## src/rtl/rf_write_arbiter_if.sv

```systemverilog
// Bundle of write-back, multi-cycle result and register-file write-port
// signals shared between the producer side and the arbiter.
interface rf_write_arbiter_if #(
    parameter int XLEN = 32
);
    logic            wb_reg_write;
    logic [4:0]      wb_rd;
    logic [XLEN-1:0] wb_result;
    logic            mc_valid;
    logic            mc_ready;
    logic [4:0]      mc_rd;
    logic [XLEN-1:0] mc_data;
    logic            rf_we;
    logic [4:0]      rf_waddr;
    logic [XLEN-1:0] rf_wdata;
    logic            stall_wb;
    logic            busy;
    logic [31:0]     pending_mask;

    modport master (
        output wb_reg_write, wb_rd, wb_result, mc_valid, mc_rd, mc_data,
        input  mc_ready, rf_we, rf_waddr, rf_wdata, stall_wb, busy, pending_mask
    );

    modport slave (
        input  wb_reg_write, wb_rd, wb_result, mc_valid, mc_rd, mc_data,
        output mc_ready, rf_we, rf_waddr, rf_wdata, stall_wb, busy, pending_mask
    );
endinterface

```

## src/rtl/rf_write_arbiter.sv

```systemverilog
// Register-file write-port arbiter. Write-back has priority and passes
// straight through; multi-cycle results queue in a small FIFO and drain into
// idle port cycles. A starvation counter steals one WB cycle to force a drain.
module rf_write_arbiter #(
    parameter int DEPTH        = 4,
    parameter int STARVE_LIMIT = 8,
    parameter int XLEN         = 32
) (
    input logic               clk,
    input logic               rstn,
    rf_write_arbiter_if.slave bus
);
    localparam int PW = (DEPTH > 1) ? $clog2(DEPTH) : 1;
    localparam int CW = PW + 1;
    localparam int SW = $clog2(STARVE_LIMIT) + 1;
    localparam logic [CW-1:0] FULL_CNT    = CW'(DEPTH);
    localparam logic [CW-1:0] ONE_CNT     = CW'(1);
    localparam logic [PW-1:0] ONE_PTR     = PW'(1);
    localparam logic [SW-1:0] ONE_STARVE  = SW'(1);
    localparam logic [SW-1:0] STARVE_LAST = SW'(STARVE_LIMIT - 1);

    logic [4:0]      rd_mem_r   [DEPTH];
    logic [XLEN-1:0] data_mem_r [DEPTH];
    logic [PW-1:0]   wr_ptr_r;
    logic [PW-1:0]   rd_ptr_r;
    logic [CW-1:0]   count_r;
    logic [SW-1:0]   starve_r;
    logic            stall_r;
    logic            ready_r;

    logic            empty_s;
    logic            wb_act_s;
    logic            head_grant_s;
    logic            enq_s;
    logic            stall_next_s;
    logic [4:0]      head_rd_s;
    logic [XLEN-1:0] head_data_s;
    logic            rf_we_s;
    logic [4:0]      rf_waddr_s;
    logic [XLEN-1:0] rf_wdata_s;
    logic [CW-1:0]   count_next_s;
    logic [31:0]     mask_s;

    assign empty_s     = (count_r == {CW{1'b0}});
    assign head_rd_s   = rd_mem_r[rd_ptr_r];
    assign head_data_s = data_mem_r[rd_ptr_r];
    assign wb_act_s    = bus.wb_reg_write && (bus.wb_rd != 5'd0) && !stall_r;
    // mc_ready is registered from the cycle-start count, so a full FIFO
    // never accepts even when its head drains in the same cycle.
    assign enq_s       = bus.mc_valid && ready_r;
    // Stall once the head has waited STARVE_LIMIT cycles; never twice in a row.
    assign stall_next_s = !stall_r && !empty_s && !head_grant_s && (starve_r == STARVE_LAST);

    // Port grant: forced drain, else WB, else FIFO head; rd=0 heads drain silently.
    always_comb begin
        head_grant_s = 1'b0;
        rf_we_s      = 1'b0;
        rf_waddr_s   = 5'd0;
        rf_wdata_s   = {XLEN{1'b0}};
        if (stall_r || !wb_act_s) begin
            head_grant_s = !empty_s;
            if (!empty_s && (head_rd_s != 5'd0)) begin
                rf_we_s    = 1'b1;
                rf_waddr_s = head_rd_s;
                rf_wdata_s = head_data_s;
            end else begin
                rf_we_s    = 1'b0;
            end
        end else begin
            rf_we_s    = 1'b1;
            rf_waddr_s = bus.wb_rd;
            rf_wdata_s = bus.wb_result;
        end
    end

    // Occupancy after this cycle's enqueue/dequeue.
    always_comb begin
        case ({enq_s, head_grant_s})
            2'b10:   count_next_s = count_r + ONE_CNT;
            2'b01:   count_next_s = count_r - ONE_CNT;
            default: count_next_s = count_r;
        endcase
    end

    // Pending-destination mask over the live FIFO window (x0 never reported).
    always_comb begin
        mask_s = 32'd0;
        for (int i = 0; i < DEPTH; i++) begin
            if ({1'b0, PW'(i) - rd_ptr_r} < count_r) begin
                mask_s[rd_mem_r[i]] = 1'b1;
            end else begin
                mask_s = mask_s;
            end
        end
        mask_s[0] = 1'b0;
    end

    // FIFO storage written at the tail on an accepted MC result.
    always_ff @(posedge clk or negedge rstn) begin
        if (!rstn) begin
            for (int i = 0; i < DEPTH; i++) begin
                rd_mem_r[i]   <= 5'd0;
                data_mem_r[i] <= {XLEN{1'b0}};
            end
        end else if (enq_s) begin
            rd_mem_r[wr_ptr_r]   <= bus.mc_rd;
            data_mem_r[wr_ptr_r] <= bus.mc_data;
        end
    end

    // Pointers, occupancy, ready, starvation counter and WB stall.
    always_ff @(posedge clk or negedge rstn) begin
        if (!rstn) begin
            wr_ptr_r <= {PW{1'b0}};
            rd_ptr_r <= {PW{1'b0}};
            count_r  <= {CW{1'b0}};
            starve_r <= {SW{1'b0}};
            stall_r  <= 1'b0;
            ready_r  <= 1'b0;
        end else begin
            if (enq_s) begin
                wr_ptr_r <= wr_ptr_r + ONE_PTR;
            end
            if (head_grant_s) begin
                rd_ptr_r <= rd_ptr_r + ONE_PTR;
            end
            count_r <= count_next_s;
            ready_r <= (count_next_s != FULL_CNT);
            if (head_grant_s || empty_s) begin
                starve_r <= {SW{1'b0}};
            end else begin
                starve_r <= starve_r + ONE_STARVE;
            end
            stall_r <= stall_next_s;
        end
    end

    assign bus.mc_ready     = ready_r;
    assign bus.rf_we        = rf_we_s;
    assign bus.rf_waddr     = rf_waddr_s;
    assign bus.rf_wdata     = rf_wdata_s;
    assign bus.stall_wb     = stall_r;
    assign bus.busy         = !empty_s;
    assign bus.pending_mask = mask_s;
endmodule
```

## src/flat_wrapper.sv

```systemverilog
// flat-port wrapper written by rule: the top's interface ports become plain ports
module rf_write_arbiter_flat 
#(
    parameter int DEPTH        = 4,
    parameter int STARVE_LIMIT = 8,
    parameter int XLEN         = 32
)
  (clk, rstn, bus_wb_reg_write, bus_wb_rd, bus_wb_result, bus_mc_valid, bus_mc_rd, bus_mc_data, bus_mc_ready, bus_rf_we, bus_rf_waddr, bus_rf_wdata, bus_stall_wb, bus_busy, bus_pending_mask);
  rf_write_arbiter_if #(.XLEN(XLEN)) bus_i ();
  input logic clk;
  input logic rstn;
  input wire logic [$bits(bus_i.wb_reg_write)-1:0] bus_wb_reg_write;
  input wire logic [$bits(bus_i.wb_rd)-1:0] bus_wb_rd;
  input wire logic [$bits(bus_i.wb_result)-1:0] bus_wb_result;
  input wire logic [$bits(bus_i.mc_valid)-1:0] bus_mc_valid;
  input wire logic [$bits(bus_i.mc_rd)-1:0] bus_mc_rd;
  input wire logic [$bits(bus_i.mc_data)-1:0] bus_mc_data;
  output wire logic [$bits(bus_i.mc_ready)-1:0] bus_mc_ready;
  output wire logic [$bits(bus_i.rf_we)-1:0] bus_rf_we;
  output wire logic [$bits(bus_i.rf_waddr)-1:0] bus_rf_waddr;
  output wire logic [$bits(bus_i.rf_wdata)-1:0] bus_rf_wdata;
  output wire logic [$bits(bus_i.stall_wb)-1:0] bus_stall_wb;
  output wire logic [$bits(bus_i.busy)-1:0] bus_busy;
  output wire logic [$bits(bus_i.pending_mask)-1:0] bus_pending_mask;
  assign bus_i.wb_reg_write = bus_wb_reg_write;
  assign bus_i.wb_rd = bus_wb_rd;
  assign bus_i.wb_result = bus_wb_result;
  assign bus_i.mc_valid = bus_mc_valid;
  assign bus_i.mc_rd = bus_mc_rd;
  assign bus_i.mc_data = bus_mc_data;
  assign bus_mc_ready = bus_i.mc_ready;
  assign bus_rf_we = bus_i.rf_we;
  assign bus_rf_waddr = bus_i.rf_waddr;
  assign bus_rf_wdata = bus_i.rf_wdata;
  assign bus_stall_wb = bus_i.stall_wb;
  assign bus_busy = bus_i.busy;
  assign bus_pending_mask = bus_i.pending_mask;
  rf_write_arbiter #(.DEPTH(DEPTH), .STARVE_LIMIT(STARVE_LIMIT), .XLEN(XLEN)) u_core (.clk(clk), .rstn(rstn), .bus(bus_i));
endmodule
```

## config.mk

```make
export PLATFORM = sky130hd
export DESIGN_NAME = rf_write_arbiter_flat
export DESIGN_NICKNAME = d
export VERILOG_FILES = /design/src/rtl/rf_write_arbiter_if.sv /design/src/rtl/rf_write_arbiter.sv /design/src/flat_wrapper.sv
export SDC_FILE = /design/constraint.sdc
export NUM_CORES = 1
export LEC_CHECK = 0
export CORE_UTILIZATION = 48
export CTS_CLUSTER_DIAMETER = 100
export DETAILED_ROUTE_END_ITERATION = 6
export GPL_TIMING_DRIVEN = 0
export PLACE_DENSITY_LB_ADDON = 0.15
export SYNTH_ARGS = -nofsm -noshare
export SYNTH_HDL_FRONTEND = slang
export SYNTH_SLANG_ARGS = --single-unit
```

## constraint.sdc

```tcl
create_clock -name clk -period 3.2 [get_ports clk]
set_input_delay 0.48 -clock clk [delete_from_list [all_inputs] [get_ports clk]]
set_output_delay 0.48 -clock clk [all_outputs]
set_load 0.02 [all_outputs]
```

==> run_results.csv <==
group,metric,value,unit
placed_design,hpwl,18.5,mm
synthesis,ys_ff_latch,161,
run_status,outcome,"complete, but fails checks",
hold_path,hp-class,"input pin to asynchronous set/reset pin",
synthesis,synth_seq_area_share,47.1,%
final_layout,post-route-cell-area,0.0119,mm²
setup_path,critPathCaptureType,"output pin",
floorplan,die_w,135,µm
final_layout,nets,958,
setup_path,arrival,2880,ps
clock_network,cts_hold_buffers,0,
floorplan,ios,151,
global_routing,grt_pass1_vias,7271,
synthesis,yosysWarnings,0,
floorplan,die_height,135,µm
synthesis,syn_inst,660,
route,avgViaCountPerCell,6.11,
final_layout,layout-drive-gt1-share,45.4,%
timing,setup_viol,61,
global_routing,grt_overflow,0,
placed_design,preCtsSetupSlack,-1470,ps
timing,fin_crit_sh,105,%
timing,slew_violations,0,
setup_path,worstSetupPathType,"register to output pin",
setup_path,cpMaxStageDelayCell,"or4_4",
timing,clock.fmax,298,MHz
placed_design,io_buffer_count,148,
run_status,violations,"negative setup slack",
placed_design,place.gp.congestion,0.926,
clock_network,cts_made_buffers,17,
setup_path,cp.required,2720,ps
timing,hold_violations,0,
synthesis,netlist_top_cells_count,"dfrtp_1 (161), mux2_2 (149), a22o_1 (37), mux4_2 (37), nor2_1 (34)",
route,ant_nets,0,
placed_design,place_area,0.0103,mm²
timing,setup_ws,-155,ps
clock_network,cts-root-buf,"clkbuf_16",
clock_network,worstSkewPairLatency,430,ps
synthesis,synth_area_leader_cell,"dfrtp_1",
final_layout,syn2layout_area_growth,38.7,%
route,drc,0,
power,leakage,4.98,nW
clock_network,h-tree-depth,4,
synthesis,ys_top_cells_by_area,"dfrtp_1 (47%), mux2_2 (20%), mux4_2 (9.7%), a22o_1 (3.8%), a221o_1 (2.3%)",
global_routing,antenna_found_initial,0,
timing,timing.slew.headroom,38.1,%
power,cellPowerDensity,1200,mW/mm²
synthesis,syn_nets,749,
route,avgRoutedWirePerCell,23.5,µm
floorplan,core_area,0.0174,mm²
timing,skew,15.0,ps
route,vias,6762,
setup_path,crit_path_start_kind,"register",
global_routing,grt_pass1_wl,40.7,mm
synthesis,postSynthAreaPerCell,13.0,µm²
route,dr.pass1.iters,4,
synthesis,ys_async_sr_fraction,100,%
final_layout,diodes,0,
timing,fin_crit,3360,ps
power,p_total,14.2,mW
global_routing,grt_use_total,29.8,%
floorplan,die-area,0.0183,mm²
floorplan,start_util,49.3,%
setup_path,slowest_delay,570,ps
synthesis,post-synth-top-count-cell,"dfrtp_1",
clock_network,cts_tree,"built",
floorplan,row_count,48,
synthesis,synth_edf_count,0,
timing,worst_slew_pin_slew,929,ps
setup_path,crit_chain,"mux4_2 -> or4_4 -> nor2_4 -> nor3_4 -> buf_12 -> buf_8 -> a22o_1 -> buf_6",
flow_run,cap_violations,0,
synthesis,synth_top_area_share,47.1,%
synthesis,ys.flop_type,"dfrtp_1",
synthesis,syn-cell-area,0.00855,mm²
setup_path,cp_max_fo,8,
timing,hold_ws,13.1,ps
clock_network,clock-sinks,161,
clock_network,cts.path.max_buffers,2,
power,peakVddDrop,0.665,mV
synthesis,synth.distinct_cells,46,
route,drtIter0Drc,437,
clock_network,path_clk_slew,70,ps
timing,grt_setup_unrepaired,"true",
global_routing,grt_start_max_net_pins,102,
route,postRouteWirelength,26.0,mm
final timing paths:
path | from | endpoint | slack [ps] | cells after the start
hold / removal | rstn | u_core.data_mem_r[7] | 10 | 1
setup / recovery | u_core.rd_mem_r[0] | bus_rf_wdata[20] | -160 | 8
hold reg to reg | u_core.starve_r[3] | u_core.bus.stall_wb | 480 | 1
setup reg to reg | u_core.wr_ptr_r[0] | u_core.data_mem_r[62] | 860 | 5
max in group asynchronous | rstn | u_core.rd_mem_r[10] | 2270 | 2
min in group clk | u_core.starve_r[3] | u_core.bus.stall_wb | 480 | 1
cells in the final DEF (no fill, tap or decap), types with 6 or more instances in the layout:
cell type and instances:
o22ai_2 14, nor2b_1 12, inv_1 9, a211o_1 9, dfrtp_2 6, clkdlybuf4s50_1 78
dlygate4sd2_1 6, nor2_4 6, a22o_1 37, nand3_1 12, buf_6 69, buf_8 7
mux4_2 37, buf_4 32, dfrtp_1 155, mux2_2 149, nor2_1 24, clkbuf_1 20
nand2b_1 10, clkbuf_16 18, a221o_1 20, nand2_1 33, o22ai_1 14, ha_1 8
state kept, by name, indices dropped and copies added (netlist names):
signal               cells
u_core.starve_r          4
u_core.bus.mc_ready      1
u_core.rd_mem_r         20
u_core.wr_ptr_r          2
u_core.bus.stall_wb      1
u_core.data_mem_r      128
u_core.count_r           3
u_core.rd_ptr_r          2
through the flow:
step | instances | setup TNS (ps) | util [%]
3_5_place_dp | 1034 | -66510 | 59.6
4_1_cts | 1101 | -6520 | 67.0
3_3_place_gp | 1033 | -761220 | 59.4
5_1_grt | 1107 | -11290 | 68.3
6_report | 1107 | -6080 | 68.3
2_1_floorplan | 660 | 0 | -
what timing repair did:
item	in CTS	in global routing
buffers inserted	33	7
pin swaps	40	19
resized for setup	451	50
endpoints found under the setup margin	70	67
gates cloned	4	0
layer usage:
metal	part of all wire, %	GRT usage (%)	up-vias
li1	-	-	2953
met5	0	0	-
met3	6.1	6.81	52
met2	51	51.1	284
met4	2.5	10.7	0
met1	41	36.9	3473
cells by family (layout without fill, tap and decap cells):
logic type	count (synthesis)	count (layout)	synth area share (%)
mux	186	186	29.4
flops	161	161	47.1
simple gates	127	127	7.29
compound gates	117	118	11.0
buf+inv	48	269	2.52
fa+ha+maj	11	11	1.70
xor+xnor	9	9	0.922
other cells	1	1	0.0439
critical path: cells and delay by family (launching register included):
kind	cells	cell delay [ps]
buf+inv	3	450
simple gates	3	750
flops	1	480
compound gates	1	200
mux	1	560
final cells by class:
type	instances	area [µm²]
fill	1270	5500
multi-input combinational	452	4690
sequential	161	4040
timing repair buffer	191	1950
clock buffer	17	425
tap	225	282
buffer	36	274
clock inverter	15	161
inverter	10	37.5
report_power, final:
part           total [mW]  leakage, nW  internal (mW)  switching (mW)
clock                1.99        0.287           1.05           0.944
combinational        8.31         2.78           4.29            4.02
sequential           3.87         1.91           3.07           0.799
total                14.2         4.98           8.41            5.76
No activity file was read; power rests on OpenSTA's default activity.
